$ cat config.mk
export PLATFORM = sky130hd
export DESIGN_NAME = uart_rx_flat
export DESIGN_NICKNAME = d
export VERILOG_FILES = /design/src/rtl/uart_pkg.sv /design/src/rtl/uart_rx_if.sv /design/src/rtl/uart_sync2.sv /design/src/rtl/uart_rx.sv /design/src/flat_wrapper.sv
export SDC_FILE = /design/constraint.sdc
export NUM_CORES = 1
export LEC_CHECK = 0
export ABC_AREA = 1
export BUFFER_PORTS_ARGS = -buffer_cell sky130_fd_sc_hd__buf_2
export CAP_MARGIN = 10
export CELL_PAD_IN_SITES_DETAIL_PLACEMENT = 1
export CELL_PAD_IN_SITES_GLOBAL_PLACEMENT = 2
export CORE_UTILIZATION = 31
export CTS_CLUSTER_DIAMETER = 80
export CTS_CLUSTER_SIZE = 20
export DETAILED_ROUTE_END_ITERATION = 16
export PLACE_DENSITY_LB_ADDON = 0.1
export SLEW_MARGIN = 20
export SYNTH_ARGS = -nofsm -noshare
export SYNTH_HDL_FRONTEND = slang
export SYNTH_SLANG_ARGS = --single-unit
$ cat constraint.sdc
create_clock -name clk -period 1.6 [get_ports clk]
set_input_delay 0.08 -clock clk [delete_from_list [all_inputs] [get_ports clk]]
set_output_delay 0.08 -clock clk [all_outputs]
set_load 0.02 [all_outputs]
$ cat src/rtl/uart_pkg.sv
// Shared UART register types and the receive-engine state enum.
// Field layouts follow the 16550 register map, MSB first.
package uart_pkg;

  typedef logic [15:0] div_t;

  typedef struct packed {
    logic       dlab;
    logic       set_break;
    logic       stick_parity;
    logic       eps;
    logic       pen;
    logic       stb;
    logic [1:0] wls;
  } lcr_t;

  typedef struct packed {
    logic [1:0] rx_trig;
    logic [1:0] rsvd;
    logic       dma_mode;
    logic       tx_rst;
    logic       rx_rst;
    logic       fifo_en;
  } fcr_t;

  typedef struct packed {
    logic rx_fifo_err;
    logic temt;
    logic thre;
    logic bi;
    logic fe;
    logic pe;
    logic oe;
    logic dr;
  } lsr_t;

  typedef struct packed {
    lcr_t lcr;
    fcr_t fcr;
    div_t div;
  } csr_t;

  typedef enum logic [2:0] {
    IDLE,
    START,
    DATA,
    PARITY,
    STOP,
    BRK_WAIT
  } rx_state_t;

  // Parity bit a correct transmitter would send; data must already be zero above the word length.
  function automatic logic rx_exp_parity(input logic stick, input logic eps, input logic [7:0] data);
    logic p;
    if (stick) begin
      p = ~eps;
    end else if (eps) begin
      p = ^data;
    end else begin
      p = ~^data;
    end
    return p;
  endfunction

endpackage

$ cat src/rtl/uart_rx_if.sv
// Per-character result bus from the receive engine toward the RX FIFO.
// push is a one-cycle strobe; data and flags hold between pushes.
interface uart_rx_if;
  logic       push;
  logic [7:0] data;
  logic       pe;
  logic       fe;
  logic       bi;

  modport master (output push, data, pe, fe, bi);
  modport slave  (input  push, data, pe, fe, bi);
endinterface

$ cat src/rtl/uart_sync2.sv
// Two-flop synchronizer for asynchronous inputs; reset value selects the idle level.
// Latency 2 clk; no backpressure.
module uart_sync2 #(
  parameter logic RST_VAL = 1'b1
) (
  input  logic clk,
  input  logic rst,
  input  logic d_i,
  output logic q_o
);

  logic [1:0] sync_q;

  always_ff @(posedge clk) begin
    if (!rst) begin
      sync_q <= {2{RST_VAL}};
    end else begin
      sync_q <= {sync_q[0], d_i};
    end
  end

  assign q_o = sync_q[1];

endmodule

$ cat src/rtl/uart_rx.sv
// UART receive deframer: 16x oversampled start/data/parity/stop, one push per character.
// push rises the clk after the stop-bit sample tick; no backpressure (overrun handled by the FIFO).
module uart_rx
  import uart_pkg::*;
#(
  parameter int OVERSAMPLE = 16
) (
  input  logic      clk,
  input  logic      rst,
  input  logic      baud_pulse,
  input  logic      rx,
  input  lcr_t      lcr_i,
  uart_rx_if.master rx_if
);

  localparam logic [3:0] TICK_MID  = 4'(OVERSAMPLE / 2 - 1);
  localparam logic [3:0] TICK_LAST = 4'(OVERSAMPLE - 1);

  logic rx_s;

  uart_sync2 #(.RST_VAL(1'b1)) u_sync (
    .clk (clk),
    .rst (rst),
    .d_i (rx),
    .q_o (rx_s)
  );

  rx_state_t  state_q, state_d;
  logic [3:0] tick_q, tick_d;
  logic [2:0] bit_q, bit_d;
  logic [7:0] shreg_q, shreg_d;
  logic       par_q, par_d;
  lcr_t       lcr_q, lcr_d;
  logic       push_q, push_d;
  logic [7:0] data_q, data_d;
  logic       pe_q, pe_d;
  logic       fe_q, fe_d;
  logic       bi_q, bi_d;

  logic [2:0] last_bit;
  logic       mid_bit;
  logic       stop_fe;

  assign last_bit = 3'd4 + {1'b0, lcr_q.wls};
  assign mid_bit  = (tick_q == TICK_LAST);
  assign stop_fe  = ~rx_s;

  // Frame format fields that only matter to the transmitter or register block.
  logic unused_lcr;
  assign unused_lcr = ^{lcr_q.stb, lcr_q.set_break, lcr_q.dlab};

  always_comb begin
    state_d = state_q;
    tick_d  = tick_q;
    bit_d   = bit_q;
    shreg_d = shreg_q;
    par_d   = par_q;
    lcr_d   = lcr_q;
    push_d  = 1'b0;
    data_d  = data_q;
    pe_d    = pe_q;
    fe_d    = fe_q;
    bi_d    = bi_q;

    if (baud_pulse) begin
      unique case (state_q)
        IDLE: begin
          if (!rx_s) begin
            state_d = START;
            tick_d  = 4'd0;
            lcr_d   = lcr_i;
            shreg_d = 8'h00;
            par_d   = 1'b0;
          end
        end

        START: begin
          if (tick_q == TICK_MID) begin
            if (rx_s) begin
              state_d = IDLE;
            end else begin
              state_d = DATA;
              tick_d  = 4'd0;
              bit_d   = 3'd0;
            end
          end else begin
            tick_d = tick_q + 4'd1;
          end
        end

        DATA: begin
          tick_d = tick_q + 4'd1;
          if (mid_bit) begin
            shreg_d[bit_q] = rx_s;
            bit_d          = bit_q + 3'd1;
            if (bit_q == last_bit) begin
              state_d = lcr_q.pen ? PARITY : STOP;
            end
          end
        end

        PARITY: begin
          tick_d = tick_q + 4'd1;
          if (mid_bit) begin
            par_d   = rx_s;
            state_d = STOP;
          end
        end

        STOP: begin
          tick_d = tick_q + 4'd1;
          if (mid_bit) begin
            push_d  = 1'b1;
            data_d  = shreg_q;
            pe_d    = lcr_q.pen &
                      (par_q != rx_exp_parity(lcr_q.stick_parity, lcr_q.eps, shreg_q));
            fe_d    = stop_fe;
            bi_d    = (shreg_q == 8'h00) & (~par_q | ~lcr_q.pen) & stop_fe;
            // A low stop bit parks here so a long break yields a single push.
            state_d = rx_s ? IDLE : BRK_WAIT;
          end
        end

        BRK_WAIT: begin
          if (rx_s) begin
            state_d = IDLE;
          end
        end

        default: state_d = IDLE;
      endcase
    end
  end

  always_ff @(posedge clk) begin
    if (!rst) begin
      state_q <= IDLE;
      tick_q  <= 4'd0;
      bit_q   <= 3'd0;
      shreg_q <= 8'h00;
      par_q   <= 1'b0;
      lcr_q   <= '0;
      push_q  <= 1'b0;
      data_q  <= 8'h00;
      pe_q    <= 1'b0;
      fe_q    <= 1'b0;
      bi_q    <= 1'b0;
    end else begin
      state_q <= state_d;
      tick_q  <= tick_d;
      bit_q   <= bit_d;
      shreg_q <= shreg_d;
      par_q   <= par_d;
      lcr_q   <= lcr_d;
      push_q  <= push_d;
      data_q  <= data_d;
      pe_q    <= pe_d;
      fe_q    <= fe_d;
      bi_q    <= bi_d;
    end
  end

  assign rx_if.push = push_q;
  assign rx_if.data = data_q;
  assign rx_if.pe   = pe_q;
  assign rx_if.fe   = fe_q;
  assign rx_if.bi   = bi_q;

endmodule

$ cat src/flat_wrapper.sv
// flat-port wrapper written by rule: the top's interface ports become plain ports
module uart_rx_flat import uart_pkg::*;
#(
  parameter int OVERSAMPLE = 16
)
  (clk, rst, baud_pulse, rx, lcr_i, rx_if_push, rx_if_data, rx_if_pe, rx_if_fe, rx_if_bi);
  uart_rx_if rx_if_i ();
  input  logic clk;
  input  logic rst;
  input  logic baud_pulse;
  input  logic rx;
  input  lcr_t lcr_i;
  output wire logic [$bits(rx_if_i.push)-1:0] rx_if_push;
  output wire logic [$bits(rx_if_i.data)-1:0] rx_if_data;
  output wire logic [$bits(rx_if_i.pe)-1:0] rx_if_pe;
  output wire logic [$bits(rx_if_i.fe)-1:0] rx_if_fe;
  output wire logic [$bits(rx_if_i.bi)-1:0] rx_if_bi;
  assign rx_if_push = rx_if_i.push;
  assign rx_if_data = rx_if_i.data;
  assign rx_if_pe = rx_if_i.pe;
  assign rx_if_fe = rx_if_i.fe;
  assign rx_if_bi = rx_if_i.bi;
  uart_rx #(.OVERSAMPLE(OVERSAMPLE)) u_core (.clk(clk), .rst(rst), .baud_pulse(baud_pulse), .rx(rx), .lcr_i(lcr_i), .rx_if(rx_if_i));
endmodule
---- Yosys cells after proc, flatten, opt, wreduce, memory -nomap -nowiden ----
Cells that the tools add are included.
storage, ports and cells
  flip-flop bits (word level) ............. 38
  output and inout bits ................... 12
cells by class
  $add $sub $neg .......................... 3
  $lt $le $gt $ge ......................... 2
  equality and inequality tests ........... 17
  multiplexer cells ....................... 33
  bitwise operators ....................... 8
  reductions and logical operators ........ 18
operators by type and width
  cell                   number
  $mux W3                12
  $pmux W3 S6            1
  $mux W8                2
  $pmux W8 S2            1
  $pmux W4 S3            1
  $ne A2 B1 Y1 const B   5
  $mux W1                9
  $reduce_and A3 Y1      3
  $bwmux W8              1
  $logic_not A8 Y1       1
  $mux W4                2
  $reduce_and A4 Y1      2
  $reduce_and A8 Y1      1
  $reduce_xnor A8 Y1     1
  $reduce_xor A8 Y1      1
  $eq A3 B2 Y1 const B   2
  $eq A3 B3 Y1 const B   2
  $ne A2 B2 Y1 const B   3
  $pmux W3 S2            1
  $reduce_bool A2 Y1     3
  $reduce_and A5 Y1      1
  $add A4 B1 Y4 const B  1
  $eq A4 B3 Y1 const B   1
  $eq A4 B4 Y1 const B   1
  other kinds (18)       23

---- Depth between registers and ports, before layout ----
  depth after elaboration ................. 8
  gate-level depth with buffers ........... 11
  depth with buffers taken out ............ 11

---- Hierarchy ----
From an unflattened synthesis, not the netlist that was laid out.
second synthesis, totals
  cell total of the unflattened synthesis .. 300
  area, all modules ....................... 2029.4 um^2
by module, submodules not included
  module      times used  cells each  area each (um^2)  seq. area each (um^2)
  uart_rx     1           294         1974.4            720.7
  uart_sync2  1           6           55.1              40.0

---- Worst setup path after synthesis ----
OpenSTA, ideal clock, no wires.
  path kind ............................... register to register
  start point ............................. register u_core.tick_q[0]
  end point ............................... register u_core.data_q[5] (netlist: u_core.rx_if.data[5])
  setup time .............................. 70 ps
  data arrival time ....................... 1298 ps
  path slack .............................. 233 ps
  cell stages (with the launch flop) ...... 9
  period minus slack after synthesis ...... 1367 ps
  cell sequence ........................... dfxtp_1 > ha_1 > nand3_4 > nor2_4 > nand3_2 > clkinv_2 > buf_6 > o21ai_0 > a21oi_1
on the way
  word-level cells in the longest chain between the ends .. 2
ends and longest elaborated chain
  what                         RTL line        source
  from (decl)                  uart_rx.sv:29   logic [3:0] tick_q, tick_d;
  from (signal assigned)       uart_rx.sv:150  tick_q <= tick_d;
  $eq A4 B4 Y1                 uart_rx.sv:45   assign mid_bit = (tick_q == TICK_LAST);
  $reduce_and A3 Y1 (no line)  --
  to (signal assigned)         uart_rx.sv:156  data_q <= data_d;
  to (decl)                    uart_rx.sv:35   logic [7:0] data_q, data_d;
Every way passes these cells.
A chain may end at the register's enable or synchronous reset.

---- Final worst setup path ----
  start point ............................. register u_core.state_q[2]
  end point ............................... register u_core.state_q[2]
on the way
  word-level cells in the longest chain between the ends .. 3
  elaborated cells on any way between the ends .. 15
ends and longest elaborated chain
  what                                                           RTL line        source
  from (decl)                                                    uart_rx.sv:28   rx_state_t state_q, state_d;
  from (signal assigned)                                         uart_rx.sv:149  state_q <= state_d;
  $eq A3 B3 Y1, or another cell as far along                     uart_rx.sv:66   unique case (state_q)
  $ne A2 B1 Y1 (no line) / $ne A2 B2 Y1 (equally long branches)  --
  $reduce_and A8 Y1 (no line)                                    --
Several ways; a longest one is shown, not always the timed one.

==> impl_results.md <==
- Hold Vio Cnt, Final: 0
- Largest net degree at the start of global routing: 22
- Tmin final: 1.46 ns
- Initial antenna violation count: 0
- Register area share after synthesis: 0.353
- Synth Area per Inst: 6.72 µm²
- Iter 0 DRT Violations: 32
- Num Clock Sinks: 38
- Area taken by multi-input logic gates: 1210 µm²
- Die footprint: 7290 µm²
- CTS H-tree depth: 2
- Outcome: finished clean
- Req. time, crit path: 1.80 ns
- Die height: 85.4 µm
- CP max stage cell: dfxtp_1
- Final Cycle Share: 0.915
- Fill count: 858
- TritonRoute pass-1 iters: 4
- Reg clk slew, reported paths: 0.09 ns
- Pwr Total: 3.66 mW
- Crit path largest cell delay: 0.34 ns
- Max-Cap Viols: 0
- Max Slew Vio Count: 0
- Number of buffers created by CTS: 5
- Dpl hpwl: 4420 µm
- Per-cell routed wire length: 13.5 µm
- Synth warn: 0
- Startpoint Class: flop
- DIE WIDTH: 85.4 µm
- Clock Tree Buf Depth: 2
- Critical path arrival: 1.66 ns
- Post-synth ARST share: 0
- GRT Total Usage: 0.177
- Antenna cells: 0
- Main synth FF type: dfxtp_1
- # port buffers: 20
- Mapped Nets: 339
- Placeable Area: 6760 µm²
- Total setup buffers inserted after CTS: 0
- Pre-CTS WS: 0.0399 ns
- Final ANT Viol Nets: 0
- Worst-margin pin slew: 0.814 ns
- CTS tree: built
- Final Non-Filler Cells: 437
- Drt total wl: 5920 µm
- Leak pwr: 1.20 nW
- Setup violators final: 0
- #FFs+latches synth: 38
- Crit path max fanout: 4
- Synthesized instance count: 321
- Post-route worst setup slack: 0.136 ns
- Top Family by Delay on Critical Path: simple AND/OR/NAND/NOR gates
- Via count: 2108
- Drc violations: 0
- Root Buffer: clkbuf_8
- Worst Setup End Kind: flop
- Crit path buffers/inverters: 3
- EDFF count, synth: 0
- FMAX: 683 MHz
- Placed Cells: 428
- Hold Crit Depth: 3
- Mapped Area: 2160 µm²
- Clock latency on the worst-skew pair: 0.30 ns
- Share of layout cells above drive strength 1: 0.230
- Worst hold path class: in2reg
- Critical path class: reg2reg
- Initial Util: 0.319
- GPL Wtd Cong: 0.793
- Core Rows: 30
- Final net count: 374
- Critical-path cell list: buf_4 -> nor2_8 -> nand2_2 -> o21ai_4 -> a21oi_1 -> buf_4 -> nand2_2 -> nand2_1 -> inv_1 -> nor2_1
- Layout area overhead: 24.4%
- Commonest non-fill, non-tap cells in the layout: nand2_1, inv_1, nand3_1, a21oi_1, dfxtp_1
- Register Area: 769 µm²
- VDD IR-drop max: 0.000548 V
- Headroom to the max-slew limit: 0.457
- Drt via density: 4.82
- Final Skew: 0.00908 ns
- Number of distinct library cells after synthesis: 27
- Commonest non-fill, non-tap cell in the layout: nand2_1
- Worst r2r path cells: 10
- Pwr Density: 1360 nW/µm²
- Crit. path cell count: 10
- Global route overflow: 0
- Global-route wire length before repair: 10200 µm
- Number of global-route vias before repair: 2162
- I/O pins: 24
[timing repair]
item,CTS,global route
setup endpoints to repair,0,22
hold buffers,1,0
endpoints found under the hold margin,1,0
resized for setup,0,25
[cell usage after synthesis, types with 3 or more instances]
cell type	n	area, µm²
a21oi_1	34	170
buf_2	4	20.0
buf_6	4	45.0
clkbuf_1	3	11.3
dfxtp_1	38	761
ha_1	6	75.1
inv_1	48	180
nand2_1	82	308
nand3_1	34	170
nand4_1	12	75.1
nor2_1	18	67.6
o21ai_0	16	80.1
[metal layers]
metal	vias to the layer above	global-route usage	share of wire	wire, µm
met4	0	0.0667	0.019	110
met5	-	0	0	0
met3	10	0.0292	0.022	133
li1	1092	-	-	-
met2	20	0.300	0.47	2800
met1	986	0.226	0.49	2870
[path summary, 6_finish.rpt]
| kind | from | endpoint | slack [ns] |
|---|---|---|---|
| setup reg to reg | u_core.state_q[2] | u_core.state_q[2] | 0.14 |
| hold / removal | lcr_i[5] | u_core.lcr_q[5] | 0.05 |
| hold reg to reg | u_core.u_sync.sync_q[0] | u_core.u_sync.sync_q[1] | 0.44 |
| setup / recovery | u_core.state_q[2] | u_core.state_q[2] | 0.14 |
[layout make-up]
| class | count | share of cell area |
|---|---|---|
| repair buffers | 41 | 0.102 |
| clock buffers | 5 | 0.0257 |
| multi-input cells | 219 | 0.451 |
| flip-flops and latches | 38 | 0.287 |
| well taps | 80 | 0.0373 |
| clock inverters | 3 | 0.0257 |
| inverters | 51 | 0.0718 |
[state kept, by name, summed over array words and instances, names as in the netlist]
| signal | flops |
|---|---|
| u_core.u_sync.sync_q | 2 |
| u_core.rx_if.data | 8 |
| u_core.rx_if.pe | 1 |
| u_core.state_q | 3 |
| u_core.rx_if.fe | 1 |
| u_core.bit_q | 3 |
| u_core.rx_if.bi | 1 |
| u_core.par_q | 1 |
| u_core.tick_q | 4 |
| u_core.shreg_q | 8 |
| u_core.lcr_q | 5 |
| u_core.rx_if.push | 1 |
[worst reg2reg max path: stages (launching register included)]
cell     delay, ns
dfxtp_1       0.34
buf_4         0.17
nor2_8        0.15
nand2_2       0.10
o21ai_4       0.17
a21oi_1       0.07
buf_4         0.15
nand2_2       0.08
nand2_1       0.06
inv_1         0.05
nor2_1        0.04
[stage by stage]
stage          hold slack [ns]  area, µm²  utilization  TNS [ns]
6_report                0.0477       2680        0.397         0
5_1_grt                 0.0846       2680        0.397   -0.0170
4_1_cts                 0.0409       2570        0.381         0
3_5_place_dp             0.272       2430        0.359         0
3_3_place_gp             0.285       2430        0.359         0
2_1_floorplan            0.187       2160            -         0
[where the power goes]
part           internal (mW)  switching (mW)
logic                  0.609           0.943
registers               1.01          0.0767
clock network          0.625           0.391
total                   2.25            1.41
[logic make-up (layout without fill, tap and decap cells)]
kind of cell | Yosys count | count (layout) | synth area share
simple gates | 158 | 158 | 0.340
buf+inv | 64 | 100 | 0.132
compound gates | 52 | 52 | 0.129
flops | 38 | 38 | 0.353
fa+ha+maj | 6 | 6 | 0.0348
xor+xnor | 3 | 3 | 0.0122
(Power assumes the default switching activity.)
